[src/rtl/audio_pkg.sv]
// Shared types and default sizing for the codec init sequencer.
package audio_pkg;

    typedef enum logic [2:0] {
        ST_INITIALIZE = 3'd0,
        ST_LOAD       = 3'd1,
        ST_ISSUE      = 3'd2,
        ST_WAIT       = 3'd3,
        ST_NEXT       = 3'd4,
        ST_READY      = 3'd5,
        ST_FAIL       = 3'd6
    } init_state_t;

    localparam int AUDIO_NUM_REGS = 10;
    localparam int AUDIO_CFG_W    = 24;

endpackage

[src/rtl/audio_init_sequencer_if.sv]
// Write channel between the init sequencer and the serial-bus write master.
// Handshake: a request transfers on the cycle wr_valid && wr_ready; wr_valid and
// wr_data hold until then. wr_done is a one-cycle completion pulse and wr_err is
// only meaningful while wr_done is high.
interface audio_init_sequencer_if #(
    parameter int DATA_W = 24
) ();
    logic              wr_valid;
    logic [DATA_W-1:0] wr_data;
    logic              wr_ready;
    logic              wr_done;
    logic              wr_err;

    modport master (output wr_valid, output wr_data,
                    input  wr_ready, input  wr_done, input wr_err);
    modport slave  (input  wr_valid, input  wr_data,
                    output wr_ready, output wr_done, output wr_err);
endinterface

[src/rtl/audio_init_sequencer_timeout.sv]
// Clearable up-counter that flags when TIMEOUT_CYC-1 is reached and holds there.
module init_timeout_counter #(
    parameter int TIMEOUT_CYC = 100000
) (
    input  logic Clk,
    input  logic reset,
    input  logic clear,
    input  logic enable,
    output logic terminal
);
    localparam int CNT_W = (TIMEOUT_CYC > 1) ? $clog2(TIMEOUT_CYC) : 1;

    logic [CNT_W-1:0] count_q;

    assign terminal = (count_q == CNT_W'(TIMEOUT_CYC - 1));

    always_ff @(posedge Clk) begin
        if (reset || clear) begin
            count_q <= '0;
        end else if (enable && !terminal) begin
            count_q <= count_q + 1'b1;
        end
    end
endmodule

[src/rtl/audio_init_sequencer.sv]
// Walks the codec configuration table, writing each word over the serial-bus
// write channel with per-word retry, and reports init / done / error status.
module audio_init_sequencer
    import audio_pkg::*;
#(
    parameter  int NUM_REGS    = AUDIO_NUM_REGS,
    parameter  int DATA_W      = AUDIO_CFG_W,
    parameter  int TIMEOUT_CYC = 100000,
    parameter  int MAX_RETRY   = 3,
    localparam int IDX_W       = (NUM_REGS > 1) ? $clog2(NUM_REGS) : 1
) (
    input  logic                    Clk,
    input  logic                    reset,
    input  logic                    reinit,
    output logic [IDX_W-1:0]        cfg_idx,
    input  logic [DATA_W-1:0]       cfg_word,
    audio_init_sequencer_if.master  wr_bus,
    output logic                    init,
    output logic                    init_done,
    output logic                    init_error,
    output logic [IDX_W-1:0]        fail_idx,
    output init_state_t             state_dbg
);
    localparam int RETRY_W = (MAX_RETRY > 0) ? $clog2(MAX_RETRY + 1) : 1;

    init_state_t       state_q, state_d;
    logic [IDX_W-1:0]  idx_q;
    logic [IDX_W-1:0]  fail_idx_q;
    logic [RETRY_W-1:0] retry_q;
    logic [DATA_W-1:0] data_q;
    logic              attempt_fail;
    logic              tmo_tc;
    logic              last_word;
    logic              retry_left;

    assign last_word  = (idx_q == IDX_W'(NUM_REGS - 1));
    assign retry_left = (int'(retry_q) < MAX_RETRY);

    init_timeout_counter #(
        .TIMEOUT_CYC (TIMEOUT_CYC)
    ) u_timeout (
        .Clk      (Clk),
        .reset    (reset),
        .clear    (state_q == ST_ISSUE),
        .enable   (state_q == ST_WAIT),
        .terminal (tmo_tc)
    );

    always_ff @(posedge Clk) begin
        if (reset) begin
            state_q <= ST_INITIALIZE;
        end else begin
            state_q <= state_d;
        end
    end

    // A completion pulse takes priority over a coincident timeout.
    always_comb begin
        state_d      = state_q;
        attempt_fail = 1'b0;
        case (state_q)
            ST_INITIALIZE: state_d = ST_LOAD;
            ST_LOAD:       state_d = ST_ISSUE;
            ST_ISSUE:      if (wr_bus.wr_ready) state_d = ST_WAIT;
            ST_WAIT: begin
                if (wr_bus.wr_done) begin
                    if (wr_bus.wr_err) attempt_fail = 1'b1;
                    else               state_d = ST_NEXT;
                end else if (tmo_tc) begin
                    attempt_fail = 1'b1;
                end
                if (attempt_fail) state_d = retry_left ? ST_LOAD : ST_FAIL;
            end
            ST_NEXT:       state_d = last_word ? ST_READY : ST_LOAD;
            ST_READY,
            ST_FAIL:       if (reinit) state_d = ST_INITIALIZE;
            default:       state_d = ST_INITIALIZE;
        endcase
    end

    always_ff @(posedge Clk) begin
        if (reset) begin
            idx_q      <= '0;
            retry_q    <= '0;
            data_q     <= '0;
            fail_idx_q <= '0;
        end else begin
            case (state_q)
                ST_INITIALIZE: begin
                    idx_q   <= '0;
                    retry_q <= '0;
                end
                ST_LOAD: data_q <= cfg_word;
                ST_WAIT: begin
                    if (attempt_fail) begin
                        if (retry_left) retry_q    <= retry_q + 1'b1;
                        else            fail_idx_q <= idx_q;
                    end
                end
                ST_NEXT: begin
                    if (!last_word) begin
                        idx_q   <= idx_q + 1'b1;
                        retry_q <= '0;
                    end
                end
                default: ;
            endcase
        end
    end

    assign cfg_idx         = idx_q;
    assign fail_idx        = fail_idx_q;
    assign wr_bus.wr_valid = (state_q == ST_ISSUE);
    assign wr_bus.wr_data  = data_q;
    assign init            = (state_q != ST_READY);
    assign init_done       = (state_q == ST_READY);
    assign init_error      = (state_q == ST_FAIL);
    assign state_dbg       = state_q;
endmodule

[src/flat_wrapper.sv]
// flat-port wrapper written by rule: the top's interface ports become plain ports
module audio_init_sequencer_flat import audio_pkg::*;
#(
    parameter  int NUM_REGS    = AUDIO_NUM_REGS,
    parameter  int DATA_W      = AUDIO_CFG_W,
    parameter  int TIMEOUT_CYC = 100000,
    parameter  int MAX_RETRY   = 3,
    localparam int IDX_W       = (NUM_REGS > 1) ? $clog2(NUM_REGS) : 1
)
  (Clk, reset, reinit, cfg_idx, cfg_word, init, init_done, init_error, fail_idx, state_dbg, wr_bus_wr_valid, wr_bus_wr_data, wr_bus_wr_ready, wr_bus_wr_done, wr_bus_wr_err);
  audio_init_sequencer_if #(.DATA_W(DATA_W)) wr_bus_i ();
  input  logic Clk;
  input  logic reset;
  input  logic reinit;
  output logic [IDX_W-1:0] cfg_idx;
  input  logic [DATA_W-1:0] cfg_word;
  output logic init;
  output logic init_done;
  output logic init_error;
  output logic [IDX_W-1:0] fail_idx;
  output init_state_t state_dbg;
  output wire logic [$bits(wr_bus_i.wr_valid)-1:0] wr_bus_wr_valid;
  output wire logic [$bits(wr_bus_i.wr_data)-1:0] wr_bus_wr_data;
  input wire logic [$bits(wr_bus_i.wr_ready)-1:0] wr_bus_wr_ready;
  input wire logic [$bits(wr_bus_i.wr_done)-1:0] wr_bus_wr_done;
  input wire logic [$bits(wr_bus_i.wr_err)-1:0] wr_bus_wr_err;
  assign wr_bus_wr_valid = wr_bus_i.wr_valid;
  assign wr_bus_wr_data = wr_bus_i.wr_data;
  assign wr_bus_i.wr_ready = wr_bus_wr_ready;
  assign wr_bus_i.wr_done = wr_bus_wr_done;
  assign wr_bus_i.wr_err = wr_bus_wr_err;
  audio_init_sequencer #(.NUM_REGS(NUM_REGS), .DATA_W(DATA_W), .TIMEOUT_CYC(TIMEOUT_CYC), .MAX_RETRY(MAX_RETRY)) u_core (.Clk(Clk), .reset(reset), .reinit(reinit), .cfg_idx(cfg_idx), .cfg_word(cfg_word), .wr_bus(wr_bus_i), .init(init), .init_done(init_done), .init_error(init_error), .fail_idx(fail_idx), .state_dbg(state_dbg));
endmodule
[config.mk]
export PLATFORM = sky130hd
export DESIGN_NAME = audio_init_sequencer_flat
export DESIGN_NICKNAME = d
export VERILOG_FILES = /design/src/rtl/audio_pkg.sv /design/src/rtl/audio_init_sequencer_if.sv /design/src/rtl/audio_init_sequencer_timeout.sv /design/src/rtl/audio_init_sequencer.sv /design/src/flat_wrapper.sv
export SDC_FILE = /design/constraint.sdc
export NUM_CORES = 1
export LEC_CHECK = 0
export ABC_AREA = 0
export BUFFER_PORTS_ARGS = -buffer_cell sky130_fd_sc_hd__buf_2
export CORE_AREA = 2 2 105 107
export CTS_CLUSTER_SIZE = 24
export DETAILED_ROUTE_END_ITERATION = 16
export DIE_AREA = 0 0 107 109
export PLACE_DENSITY_LB_ADDON = 0.3
export SLEW_MARGIN = 30
export SYNTH_ARGS = -nofsm -noshare
export SYNTH_HDL_FRONTEND = slang
export SYNTH_SLANG_ARGS = --single-unit
[constraint.sdc]
create_clock -name Clk -period 1.9 [get_ports Clk]
set_input_delay 0.38 -clock Clk [delete_from_list [all_inputs] [get_ports Clk]]
set_output_delay 0.38 -clock Clk [all_outputs]
set_load 0.02 [all_outputs]
==> flow_summary_export.csv <==
group,metric,value,unit
status,status,"finished, final reports clean",
sta,slew_viol_final,0,
layout,final_cells,516,
drt,drt-initial-drc-count,71,
sta,period_minus_slack,1779,ps
floorplan,die_area,0.01166,mm²
worst_setup_path,r2r_slack,160,ps
grt,first_global_vias,2149,
clock_tree,root_buffer,"clkbuf_8",
worst_setup_path,cp.arrival,1400,ps
worst_setup_path,end_kind,"output port",
synthesis,yosys-top-cells-area,"dfxtp_1 (42%), nand2_1 (9.4%), a21oi_1 (6.7%), nor2_1 (4.0%), xnor2_1 (3.1%)",
worst_setup_path,path_cells,"buf_4 -> nor2b_2 -> nand2_1 -> inv_1 -> buf_2",
clock_tree,insertion_delay,310,ps
layout,nNetsFinal,409,
synthesis,synth_top_area_frac,0.4233,
layout,drive_above_1_share,0.2766,
synthesis,syn_area_per_cell,8.318,µm²
placement,placed_cells,508,
floorplan,io-pin-count,69,
worst_setup_path,rr_startpoint,"u_core.u_timeout.count_q[0]$_SDFFE_PP0P_",
synthesis,yosys_warnings,0,
worst_setup_path,reg2reg_to,"u_core.state_dbg[0]$_SDFFE_PP0P_",
worst_hold_path,hold_class,"in2reg",
sta,setup_viol,0,
floorplan,core_region_area,0.01060,mm²
synthesis,ys_types,52,
clock_tree,cts_htree_levels,2,
sta,tightest_slew,457.0,ps
placement,numPortBuffers,68,
synthesis,ys_seq_elements,54,
grt,grt_start_max_net_pins,41,
layout,multi_input_area,0.001389,mm²
drt,firstDrtPassIters,4,
floorplan,initial_core_util,0.2409,
power_and_ir_drop,p_total,3.441,mW
worst_hold_path,hold_path_end,"u_core.wr_bus.wr_data[8]$_SDFFE_PP0N_",
grt,grt_pass1_wl,10270,µm
worst_hold_path,hold_depth,3,
sta,rsz0062_at_grt,"false",
drt,viasPerCell,4.477,
worst_setup_path,cp_num_buf_inv,3,
grt,met2_usage,0.1874,
synthesis,synth_edf_count,0,
worst_setup_path,worst-setup-path-type,"reg2out",
clock_tree,cts_buffers,5,
grt,use_met1,0.1405,
synthesis,yosysSeqAreaShare,0.4233,
floorplan,die_w,107,µm
sta,hold_viol_final,0,
worst_setup_path,start_kind,"register",
worst_setup_path,reg2reg_depth,6,
layout,areaGrowthSynthToFinish,24.35,%
synthesis,synth_cells,307,
synthesis,synth_top_area_cell,"dfxtp_1",
worst_setup_path,slowest_delay,400,ps
placement,gp_congestion,0.7691,
grt,grt-busiest-layer,"met2",
worst_setup_path,required,1520,ps
floorplan,fp-row-count,38,
synthesis,syn-num-nets,341,
clock_tree,cts_tree,"built",
clock_tree,cts_max_path_buffers,2,
sta,relSlewSlack,0.6942,
floorplan,die_y,109,µm
power_and_ir_drop,p_leak,1.265,nW
grt,antenna_found_initial,0,
drt,wl_per_cell,12.20,µm
layout,final-seq-area,0.001082,mm²
clock_tree,cts_sinks,54,
placement,dp_hpwl,4655,µm
worst_setup_path,crit_family,"flip-flops",
synthesis,yosys_most_used_dff,"dfxtp_1",
worst_setup_path,slowest_stage,"dfxtp_1",
drt,ant_nets,0,
synthesis,syn_area,0.002554,mm²
layout,diodes,0,
clock_tree,clkTransAtPathRegs,100,ps
clock_tree,cts_setup_buffers,0,
sta,clock-skew-final,5.420,ps
grt,grtUsageMet3,0.02391,
sta,finalCritPeriodShare,0.9362,
flow_run,drv_cap,0,
drt,post-route-drc-count,0,
power_and_ir_drop,p_per_area,1083,mW/mm²
layout,fill_cells,1144,
worst_setup_path,worst-path-max-fanout,5,
power_and_ir_drop,ir_worst_vdd,474.6,µV
grt,gr-total-overflow,0,
grt,grt.total_usage,0.1113,
worst_hold_path,min_from,"cfg_word[8]",
drt,wirelength,6294,µm
drt,routed-via-count,2310,
synthesis,async_flop_share,0,
sta,max_freq,562.2,MHz
sta,fin_setup_tns,0,ps
where the power goes:
part / internal [mW] / switching [mW]
Clock: 0.295 / 0.379
Combinational: 0.458 / 0.868
Sequential: 1.31 / 0.126
Total: 2.07 / 1.37
worst register-to-register path, cell delays in order (launching register included):
cell and delay (ps):
dfxtp_1 390, ha_1 180, nand4_1 140, and4b_4 410, o31a_4 180, a211oi_2 70
a211o_1 270
Yosys cell counts (2+ instances only):
cell type   n
nand2_1    64
and2_1      3
dfxtp_1    54
mux2i_1     3
buf_2       7
clkbuf_1    9
nand3_1     8
inv_1       6
a21oi_1    34
xor2_1      7
nor2_1     27
o21ai_0     5
ha_1        4
xnor2_1     9
nor4_4      3
nand2b_1    7
or4_1       2
nor3_1      8
nor3b_1     4
nand3b_1    2
and4_1      2
and3b_1     2
nor2b_1     4
nand4_1     5
cells by family (layout without fill, tap and decap cells):
kind of cell    Yosys count  count (layout)  synth area share
simple gates            157             157            0.3356
xor+xnor                 16              16           0.05488
compound gates           50              50            0.1147
flops                    54              54            0.4233
fa+ha+maj                 4               4           0.01960
mux                       3               3           0.01176
buf+inv                  23              92           0.04017
what timing repair did:
item	4_1_cts	5_1_grt
setup endpoints to repair	0	8
hold endpoints to repair	0	0
gates resized for setup	0	5
hold buffers	0	0
sequential cells by signal (all words and copies together) (netlist names):
name                      flops
u_core.u_timeout.count_q     17
u_core.retry_q                2
u_core.wr_bus.wr_data        24
u_core.cfg_idx                4
u_core.fail_idx               4
u_core.state_dbg              3
per-stage QoR:
stage	utilization	area [µm²]	hold WS, ps	worst slack [ps]
after floorplan	-	2559	471.9	190.1
after global placement	0.2895	3069	437.5	162.0
after detailed placement	0.2895	3069	444.8	151.1
after CTS	0.2981	3161	286.0	35.35
after global routing	0.2995	3176	293.2	20.64
final	0.2995	3176	297.4	121.2
cells in the final DEF (no fill, tap or decap), types with 2 or more instances in the layout:
master	count
buf_2	68
nand2_1	64
dfxtp_1	53
a21oi_1	34
nor2_1	27
buf_4	10
xnor2_1	9
nand3_1	8
nand2b_1	7
xor2_1	7
nor3_1	7
inv_1	6
clkbuf_8	6
nand4_1	5
o21ai_0	5
ha_1	4
nor2b_1	3
and2_1	3
nor4_4	3
nor3b_1	3
mux2i_1	3
nand3b_1	2
or4_1	2
and3b_1	2
and4_1	2
routing by layer:
metal	routed length, µm	vias to the layer above
met5	0	-
met4	89	0
met3	217	8
met2	3119	39
met1	2868	1086
li1	-	1177
area by class of cell:
cell class | instances | area share
multi-input cells | 230 | 0.4374
repair buffers | 78 | 0.1308
flip-flops and latches | 54 | 0.3408
clock inverters | 1 | 0.001576
clock buffers | 7 | 0.02719
well taps | 140 | 0.05516
inverters | 6 | 0.007092
how the worst max path moves through the flow:
stage,from,to,slack [ps],depth (start not counted)
2_1_floorplan,u_core.state_dbg[1]$_SDFFE_PP0P_,u_core.state_dbg[0]$_SDFFE_PP0P_,190,6
3_3_place_gp,u_core.u_timeout.count_q[0]$_SDFFE_PP0P_,u_core.retry_q[1]$_SDFFE_PP0P_,160,6
3_5_place_dp,u_core.u_timeout.count_q[0]$_SDFFE_PP0P_,u_core.retry_q[1]$_SDFFE_PP0P_,150,6
4_1_cts,u_core.state_dbg[0]$_SDFFE_PP0P_,init_done,40,5
5_1_grt,u_core.u_timeout.count_q[0]$_SDFFE_PP0P_,u_core.fail_idx[0]$_SDFFE_PP0P_,20,6
6_report,u_core.state_dbg[0]$_SDFFE_PP0P_,init_done,120,5
No activity file was read; power rests on OpenSTA's default activity.
